### config.mk
export PLATFORM = sky130hd
export DESIGN_NAME = dla_particle_walk
export DESIGN_NICKNAME = d
export VERILOG_FILES = /design/src/rtl/dla_pkg.sv /design/src/rtl/dla_lfsr.sv /design/src/rtl/dla_particle_walk.sv
export SDC_FILE = /design/constraint.sdc
export NUM_CORES = 1
export LEC_CHECK = 0
export CORE_AREA = 2 2 114 116
export CTS_CLUSTER_DIAMETER = 100
export DETAILED_ROUTE_END_ITERATION = 8
export DIE_AREA = 0 0 116 118
export PLACE_DENSITY_LB_ADDON = 0.05
export SLEW_MARGIN = 10
export SYNTH_ARGS = -nofsm -noshare
export SYNTH_HDL_FRONTEND = slang
export SYNTH_SLANG_ARGS = --single-unit
### constraint.sdc
create_clock -name clk -period 4.2 [get_ports clk]
set_input_delay 0.42 -clock clk [delete_from_list [all_inputs] [get_ports clk]]
set_output_delay 0.42 -clock clk [all_outputs]
set_load 0.02 [all_outputs]
### src/rtl/dla_pkg.sv
// Shared constants and types for the DLA particle walker: display geometry, FSM state
// encoding, walk direction table and LFSR taps.
package dla_pkg;

  localparam int unsigned H_SIZE    = 10;
  localparam int unsigned V_SIZE    = 9;
  localparam int unsigned H_DISPLAY = 640;
  localparam int unsigned V_DISPLAY = 480;

  localparam logic [H_SIZE-1:0] SEED_X    = H_SIZE'(H_DISPLAY / 2);
  localparam logic [V_SIZE-1:0] SEED_Y    = V_SIZE'(V_DISPLAY / 2);
  localparam logic [15:0]       LFSR_TAPS = 16'hB400;

  typedef enum logic [7:0] {
    StIdle  = 8'h01,
    StSeed  = 8'h02,
    StSpawn = 8'h04,
    StCheck = 8'h08,
    StWait  = 8'h10,
    StMove  = 8'h20,
    StStick = 8'h40,
    StFin   = 8'h80
  } state_e;

  // Two-bit two's-complement step per direction code: 2'b11 = -1, 2'b00 = 0, 2'b01 = +1.
  localparam logic [1:0] DIR_DX [8] = '{2'b11, 2'b00, 2'b01, 2'b11, 2'b01, 2'b11, 2'b00, 2'b01};
  localparam logic [1:0] DIR_DY [8] = '{2'b11, 2'b11, 2'b11, 2'b00, 2'b00, 2'b01, 2'b01, 2'b01};

  function automatic logic [31:0] pix_addr(input logic [H_SIZE-1:0] x,
                                           input logic [V_SIZE-1:0] y);
    return 32'(x) + 32'(y) * 32'(H_DISPLAY);
  endfunction

endpackage

### src/rtl/dla_lfsr.sv
// 16-bit Galois LFSR, right-shifting, free-running from reset.
module dla_lfsr
  import dla_pkg::*;
#(
  parameter logic [15:0] SEED = 16'hACE1
) (
  input  logic        clk,
  input  logic        rst_n,
  output logic [15:0] o_lfsr
);

  logic [15:0] r_lfsr;

  always_ff @(posedge clk or negedge rst_n) begin
    if (!rst_n) begin
      r_lfsr <= SEED;
    end else begin
      r_lfsr <= {1'b0, r_lfsr[15:1]} ^ (r_lfsr[0] ? LFSR_TAPS : 16'h0000);
    end
  end

  assign o_lfsr = r_lfsr;

endmodule

### src/rtl/dla_particle_walk.sv
// Diffusion-limited aggregation walker: seeds the centre pixel, then spawns random walkers
// that move until an external checker reports a neighbour (stick) or the boundary (respawn).
// Optional DLA_WALK_STEP_LIMIT_EN abandons a walker after MAX_STEPS moves without a hit.
module dla_particle_walk
  import dla_pkg::*;
#(
  parameter int unsigned AVN_AW    = 19,
  parameter int unsigned AVN_DW    = 16,
  parameter logic [15:0] LFSR_SEED = 16'hACE1,
  parameter int unsigned MAX_STEPS = 4096
) (
  input  logic              clk,
  input  logic              rst_n,
  input  logic              start,
  input  logic [15:0]       num_particles,
  output logic              busy,
  output logic              done,
  output logic [15:0]       particle_count,
  output logic [H_SIZE-1:0] check_x,
  output logic [V_SIZE-1:0] check_y,
  output logic              check_start,
  input  logic              check_done,
  input  logic              hit_boundary,
  input  logic              hit_neighbor,
  output logic [AVN_AW-1:0] vram_avn_address,
  output logic              vram_avn_write,
  output logic [AVN_DW-1:0] vram_avn_writedata,
  input  logic              vram_avn_waitrequest
);

  state_e              r_state;
  logic                r_busy;
  logic                r_done;
  logic                r_check_start;
  logic                r_write;
  logic [AVN_AW-1:0]   r_addr;
  logic [15:0]         r_count;
  logic [15:0]         r_num;
  logic [H_SIZE-1:0]   r_check_x;
  logic [V_SIZE-1:0]   r_check_y;

  logic [15:0]         w_lfsr;
  logic [H_SIZE-1:0]   w_cand_x;
  logic [V_SIZE-1:0]   w_cand_y;
  logic                w_cand_ok;
  logic [1:0]          w_dx;
  logic [1:0]          w_dy;
  logic [15:0]         w_count_inc;
  logic                w_unused;

`ifdef DLA_WALK_STEP_LIMIT_EN
  localparam int unsigned STEP_W = $clog2(MAX_STEPS + 1);
  logic [STEP_W-1:0]   r_steps;
`endif

  dla_lfsr #(
    .SEED (LFSR_SEED)
  ) u_lfsr (
    .clk    (clk),
    .rst_n  (rst_n),
    .o_lfsr (w_lfsr)
  );

  assign w_cand_x    = w_lfsr[H_SIZE-1:0];
  assign w_cand_y    = w_lfsr[V_SIZE-1:0];
  assign w_cand_ok   = (w_cand_x >= H_SIZE'(1)) && (w_cand_x <= H_SIZE'(H_DISPLAY - 2)) &&
                       (w_cand_y >= V_SIZE'(1)) && (w_cand_y <= V_SIZE'(V_DISPLAY - 2));
  assign w_dx        = DIR_DX[w_lfsr[2:0]];
  assign w_dy        = DIR_DY[w_lfsr[2:0]];
  assign w_count_inc = r_count + 16'd1;
  // Upper LFSR bits are not consumed; MAX_STEPS is referenced even when the limit is compiled out.
  assign w_unused    = ^{w_lfsr[15:H_SIZE], (MAX_STEPS == 32'd0)};

  always_ff @(posedge clk or negedge rst_n) begin
    if (!rst_n) begin
      r_state       <= StIdle;
      r_busy        <= 1'b0;
      r_done        <= 1'b0;
      r_check_start <= 1'b0;
      r_write       <= 1'b0;
      r_addr        <= '0;
      r_count       <= '0;
      r_num         <= '0;
      r_check_x     <= '0;
      r_check_y     <= '0;
`ifdef DLA_WALK_STEP_LIMIT_EN
      r_steps       <= '0;
`endif
    end else begin
      r_done        <= 1'b0;
      r_check_start <= 1'b0;
      unique case (r_state)
        StIdle: begin
          if (start) begin
            r_busy  <= 1'b1;
            r_count <= '0;
            r_num   <= num_particles;
            r_write <= 1'b1;
            r_addr  <= AVN_AW'(pix_addr(SEED_X, SEED_Y));
            r_state <= StSeed;
          end
        end
        StSeed: begin
          if (!vram_avn_waitrequest) begin
            r_write <= 1'b0;
            if (r_num == 16'd0) begin
              r_done  <= 1'b1;
              r_state <= StFin;
            end else begin
              r_state <= StSpawn;
            end
          end
        end
        StSpawn: begin
`ifdef DLA_WALK_STEP_LIMIT_EN
          r_steps <= '0;
`endif
          if (w_cand_ok) begin
            r_check_x     <= w_cand_x;
            r_check_y     <= w_cand_y;
            r_check_start <= 1'b1;
            r_state       <= StCheck;
          end
        end
        StCheck: r_state <= StWait;
        StWait: begin
          if (check_done) begin
            if (hit_boundary) begin
              r_state <= StSpawn;
            end else if (hit_neighbor) begin
              r_write <= 1'b1;
              r_addr  <= AVN_AW'(pix_addr(r_check_x, r_check_y));
              r_state <= StStick;
            end else begin
`ifdef DLA_WALK_STEP_LIMIT_EN
              r_state <= (r_steps == STEP_W'(MAX_STEPS)) ? StSpawn : StMove;
`else
              r_state <= StMove;
`endif
            end
          end
        end
        StMove: begin
          // Wraps modulo the coordinate width; the checker flags edge positions as boundary.
          r_check_x     <= r_check_x + {{(H_SIZE - 2){w_dx[1]}}, w_dx};
          r_check_y     <= r_check_y + {{(V_SIZE - 2){w_dy[1]}}, w_dy};
          r_check_start <= 1'b1;
          r_state       <= StCheck;
`ifdef DLA_WALK_STEP_LIMIT_EN
          r_steps       <= r_steps + STEP_W'(1);
`endif
        end
        StStick: begin
          if (!vram_avn_waitrequest) begin
            r_write <= 1'b0;
            r_count <= w_count_inc;
            if (w_count_inc == r_num) begin
              r_done  <= 1'b1;
              r_state <= StFin;
            end else begin
              r_state <= StSpawn;
            end
          end
        end
        StFin: begin
          r_busy  <= 1'b0;
          r_state <= StIdle;
        end
        default: r_state <= StIdle;
      endcase
    end
  end

  assign busy               = r_busy;
  assign done               = r_done;
  assign particle_count     = r_count;
  assign check_x            = r_check_x;
  assign check_y            = r_check_y;
  assign check_start        = r_check_start;
  assign vram_avn_address   = r_addr;
  assign vram_avn_write     = r_write;
  assign vram_avn_writedata = {AVN_DW{1'b1}};

endmodule

==> run_results.csv <==
group,metric,value,unit
finish,antenna-diode-count,0,
timing,maxSlewViolCount,0,
critical_path,critical_path.cell_chain,"inv_1 -> ha_1 -> inv_1 -> mux2i_1 -> inv_1 -> ha_1 -> a21oi_1 -> o2111ai_1 -> a31o_2 -> a21oi_1 -> xnor2_1 -> mux2_2 -> nor2_1",
route,detail_route.iter0.violations,436,
critical_path,cp-end-kind,"flop",
finish,post-route-cell-area,0.00723,mm^2
logic_synthesis,netlist.area_leader.share,36.6,%
timing,timing.final.crit_share,85.7,%
placement,dpl.hpwl,11.2,mm
die,floorplan.die.width,116,um
logic_synthesis,cells_taking_the_most_area_after_synthesis,"sky130_fd_sc_hd__dfrtp_1, sky130_fd_sc_hd__ha_1, sky130_fd_sc_hd__nand2_1, sky130_fd_sc_hd__xnor2_1, sky130_fd_sc_hd__dfstp_2",
timing,finalCriticalPeriod,3.60,ns
logic_synthesis,synth_sequential_area_ratio,40.5,%
critical_path,top_cell_family_by_delay_on_the_critical_path,"compound AO/OA/AOI/OAI gates",
placement,port_buffers,80,
critical_path,reg2reg_setup_slack,0.60,ns
pwr,areal_power_density_over_the_cells,351,mW/mm^2
route,vias,5040,
global_routing,antenna_found_initial,0,
timing,relSlewSlack,27.9,%
cts,clkLatencyLatePin,0.36,ns
die,design.die.area,0.0137,mm^2
logic_synthesis,synth_simple_gate_area_share,18.8,%
timing,setup_viol,0,
die,die_h,118,um
job,maxCapViolations,0,
cts,clk_pin_slew_worst_paths,0.08,ns
logic_synthesis,synth_top_flop_cell,"sky130_fd_sc_hd__dfrtp_1",
timing,fin_skew,0.0124,ns
critical_path,critPathSlowestCell,"sky130_fd_sc_hd__dfstp_2",
route,avgViaCountPerCell,5.54,
die,design.core.area,0.0124,mm^2
critical_path,timing.critical_path.mode_cell,"sky130_fd_sc_hd__inv_1",
logic_synthesis,muxShareOfSynthArea,1.50,%
global_routing,grtUsageTotal,23.1,%
hold_path,hold_path_class,"input port to async pin",
critical_path,worst-endpoint-arrival,3.89,ns
logic_synthesis,synth_cell_type_count,64,
cts,cts_setup_buffers,0,
cts,cts-buffers-inserted,9,
global_routing,number_of_global_route_vias_before_repair,4763,
global_routing,grt_start_max_net_pins,72,
timing,achievable-frequency,278,MHz
critical_path,worst_setup_path_startpoint,"u_lfsr.o_lfsr[0]$_DFF_PN1_",
logic_synthesis,combinational_family_with_the_most_area_after_synthesis,"simple AND/OR/NAND/NOR gates",
timing,tightestPinTransition,1.08,ns
logic_synthesis,synth_xor_area_share,7.20,%
placement,detailed_place.area,0.00695,mm^2
cts,cts_htree_levels,3,
logic_synthesis,post_synthesis_area_per_instance,9.19,um^2
logic_synthesis,share_of_async_settable_or_async_resettable_flops_after_synthesis,100,%
critical_path,crit-reg2reg-launch,"u_lfsr.o_lfsr[0]$_DFF_PN1_",
status,status,"finished, final reports clean",
cts,clock_sinks,98,
logic_synthesis,synth-edff-count,0,
die,rows,41,
pwr,ir_drop,0.254,mV
logic_synthesis,synth-warning-count,0,
global_routing,grt.overflow.total,0,
critical_path,timing.critical_path.slowest_cell_delay,0.66,ns
finish,highest_count_cells_in_the_layout_ignoring_fill_and_taps,"sky130_fd_sc_hd__nand2_1, sky130_fd_sc_hd__dfrtp_1, sky130_fd_sc_hd__clkdlybuf4s50_1",
route,number_of_optimization_iterations_in_the_first_detailed_route_pass,5,
placement,gp_congestion,0.867,
logic_synthesis,postSynthRegisterBits,98,
timing,rsz0062_at_grt,"false",
finish,postLayoutCoreUtil,58.2,%
logic_synthesis,synth_area_leader_cell,"sky130_fd_sc_hd__dfrtp_1",
cts,tritoncts,"done",
timing,hold_viol_final,0,
critical_path,path_class,"flop to flop",
die,num_io_pins,97,
cts,cts-root-buf,"sky130_fd_sc_hd__clkbuf_16",
logic_synthesis,synth-compound-area-share,16.3,%
cts,post_cts_hold_buffer_count,0,
finish,final_net_count,800,
critical_path,crit_required,4.49,ns
pwr,static-leakage-power,0.00324,uW
critical_path,worst_setup_path_start_kind,"flop",
global_routing,global_route_wire_length_before_repair,24.7,mm
finish,final_layout_size_suffix_gt1_share,6.38,%
cts,postCtsResizedCells,0,
die,floorplan.initialDensity,49.0,%
route,final_antenna_net_count,0,
critical_path,timing.critical_path.buf_inv,3,
logic_synthesis,synth_fa_ha_area_share,9.75,%
logic_synthesis,mappedNetlistArea,0.00608,mm^2
critical_path,critPathMaxFanout,10,
route,wire_per_inst,16.7,um
finish,flow.area_growth_from_synthesis,18.9,%
cts,ctsLongestPathBuffers,2,
timing,setup_tns,0,ns
logic_synthesis,synth_cells,662,
route,wl,15.2,mm
finish,mostFrequentLayoutCell,"sky130_fd_sc_hd__nand2_1",
route,residual_drc_count,0,
[power breakdown]
| part | total, uW | switching [uW] | internal (uW) |
|---|---|---|---|
| combinational | 594 | 365 | 229 |
| sequential | 1150 | 109 | 1040 |
| clock | 793 | 388 | 405 |
[flip-flops by register name (all words and copies together) (netlist names)]
name and flops:
u_lfsr.o_lfsr 16, r_state 8, check_start 1, busy 1
r_num 16, done 1, vram_avn_write 1, check_y 9
check_x 10, particle_count 16, vram_avn_address 19
[cell usage after synthesis (5+ instances only)]
cell and count:
sky130_fd_sc_hd__a21o_1 6, sky130_fd_sc_hd__o21ai_0 34, sky130_fd_sc_hd__nand3_1 11, sky130_fd_sc_hd__ha_1 41, sky130_fd_sc_hd__and3_1 5, sky130_fd_sc_hd__dfstp_2 9, sky130_fd_sc_hd__a21oi_1 24, sky130_fd_sc_hd__nand2_1 102
sky130_fd_sc_hd__nor4_1 11, sky130_fd_sc_hd__o21bai_1 5, sky130_fd_sc_hd__inv_1 29, sky130_fd_sc_hd__o41ai_1 6, sky130_fd_sc_hd__mux2i_1 8, sky130_fd_sc_hd__and2_1 6, sky130_fd_sc_hd__nor3_1 9, sky130_fd_sc_hd__nor2_1 55
sky130_fd_sc_hd__xnor2_1 28, sky130_fd_sc_hd__a22o_1 7, sky130_fd_sc_hd__clkbuf_1 14, sky130_fd_sc_hd__a31o_2 5, sky130_fd_sc_hd__buf_4 19, sky130_fd_sc_hd__buf_2 8, sky130_fd_sc_hd__o2111ai_1 5, sky130_fd_sc_hd__xor2_1 22
sky130_fd_sc_hd__o31ai_1 11, sky130_fd_sc_hd__a31oi_1 17, sky130_fd_sc_hd__dfrtp_1 89, sky130_fd_sc_hd__nand4_1 14
[stage by stage]
stage	setup WS, ns	power (uW)	std cells	hold WS [ns]
floorplan	0.841	1580	677	0.124
global route	0.372	2670	909	0.249
CTS	0.610	2550	909	0.224
detailed placement	0.635	1760	893	0.346
global placement	0.817	1750	893	0.339
finish	0.600	2540	909	0.162
[area by class of cell]
| type | instances | area (um^2) |
|---|---|---|
| multi-input combinational | 507 | 3320 |
| tap | 172 | 215 |
| clock inverter | 7 | 52.6 |
| inverter | 31 | 116 |
| sequential | 98 | 2460 |
| fill | 1103 | 5180 |
| timing repair buffer | 85 | 836 |
| clock buffer | 9 | 225 |
[worst register-to-register path, stage by stage, from the launching register on]
cell and delay [ns]:
sky130_fd_sc_hd__dfstp_2 0.66, sky130_fd_sc_hd__inv_1 0.14, sky130_fd_sc_hd__ha_1 0.30, sky130_fd_sc_hd__inv_1 0.04, sky130_fd_sc_hd__mux2i_1 0.32, sky130_fd_sc_hd__inv_1 0.26
sky130_fd_sc_hd__ha_1 0.33, sky130_fd_sc_hd__a21oi_1 0.25, sky130_fd_sc_hd__o2111ai_1 0.20, sky130_fd_sc_hd__a31o_2 0.27, sky130_fd_sc_hd__a21oi_1 0.17, sky130_fd_sc_hd__xnor2_1 0.16
sky130_fd_sc_hd__mux2_2 0.35, sky130_fd_sc_hd__nor2_1 0.09
[final timing paths]
path,endpoint,cells past startpoint
max in group asynchronous,u_lfsr.o_lfsr[11]$_DFF_PN1_,2
worst max-delay path,check_x[9]$_DFFE_PN0P_,13
min in group clk,u_lfsr.o_lfsr[11]$_DFF_PN1_,0
worst min-delay path,particle_count[6]$_DFFE_PN0P_,1
worst min register to register,u_lfsr.o_lfsr[11]$_DFF_PN1_,0
worst max register to register,check_x[9]$_DFFE_PN0P_,13
[cell families after synthesis]
| family | Yosys count |
|---|---|
| and+or+nand+nor | 241 |
| AOI/OAI and AO/OA | 146 |
| DFF | 98 |
| buffers and inverters | 72 |
| xor gates and xnor gates | 50 |
| adders and majority gates | 45 |
| muxes | 9 |
| other | 1 |
[layer usage]
metal  part of all wire (%)  GRT usage [%]  up-vias
li1                       -              -     2464
met4                    2.3           8.85        0
met3                    4.7           3.60       28
met2                     47           35.0      135
met1                     46           33.0     2413
met5                      0              0        -
(Power assumes the default switching activity.)
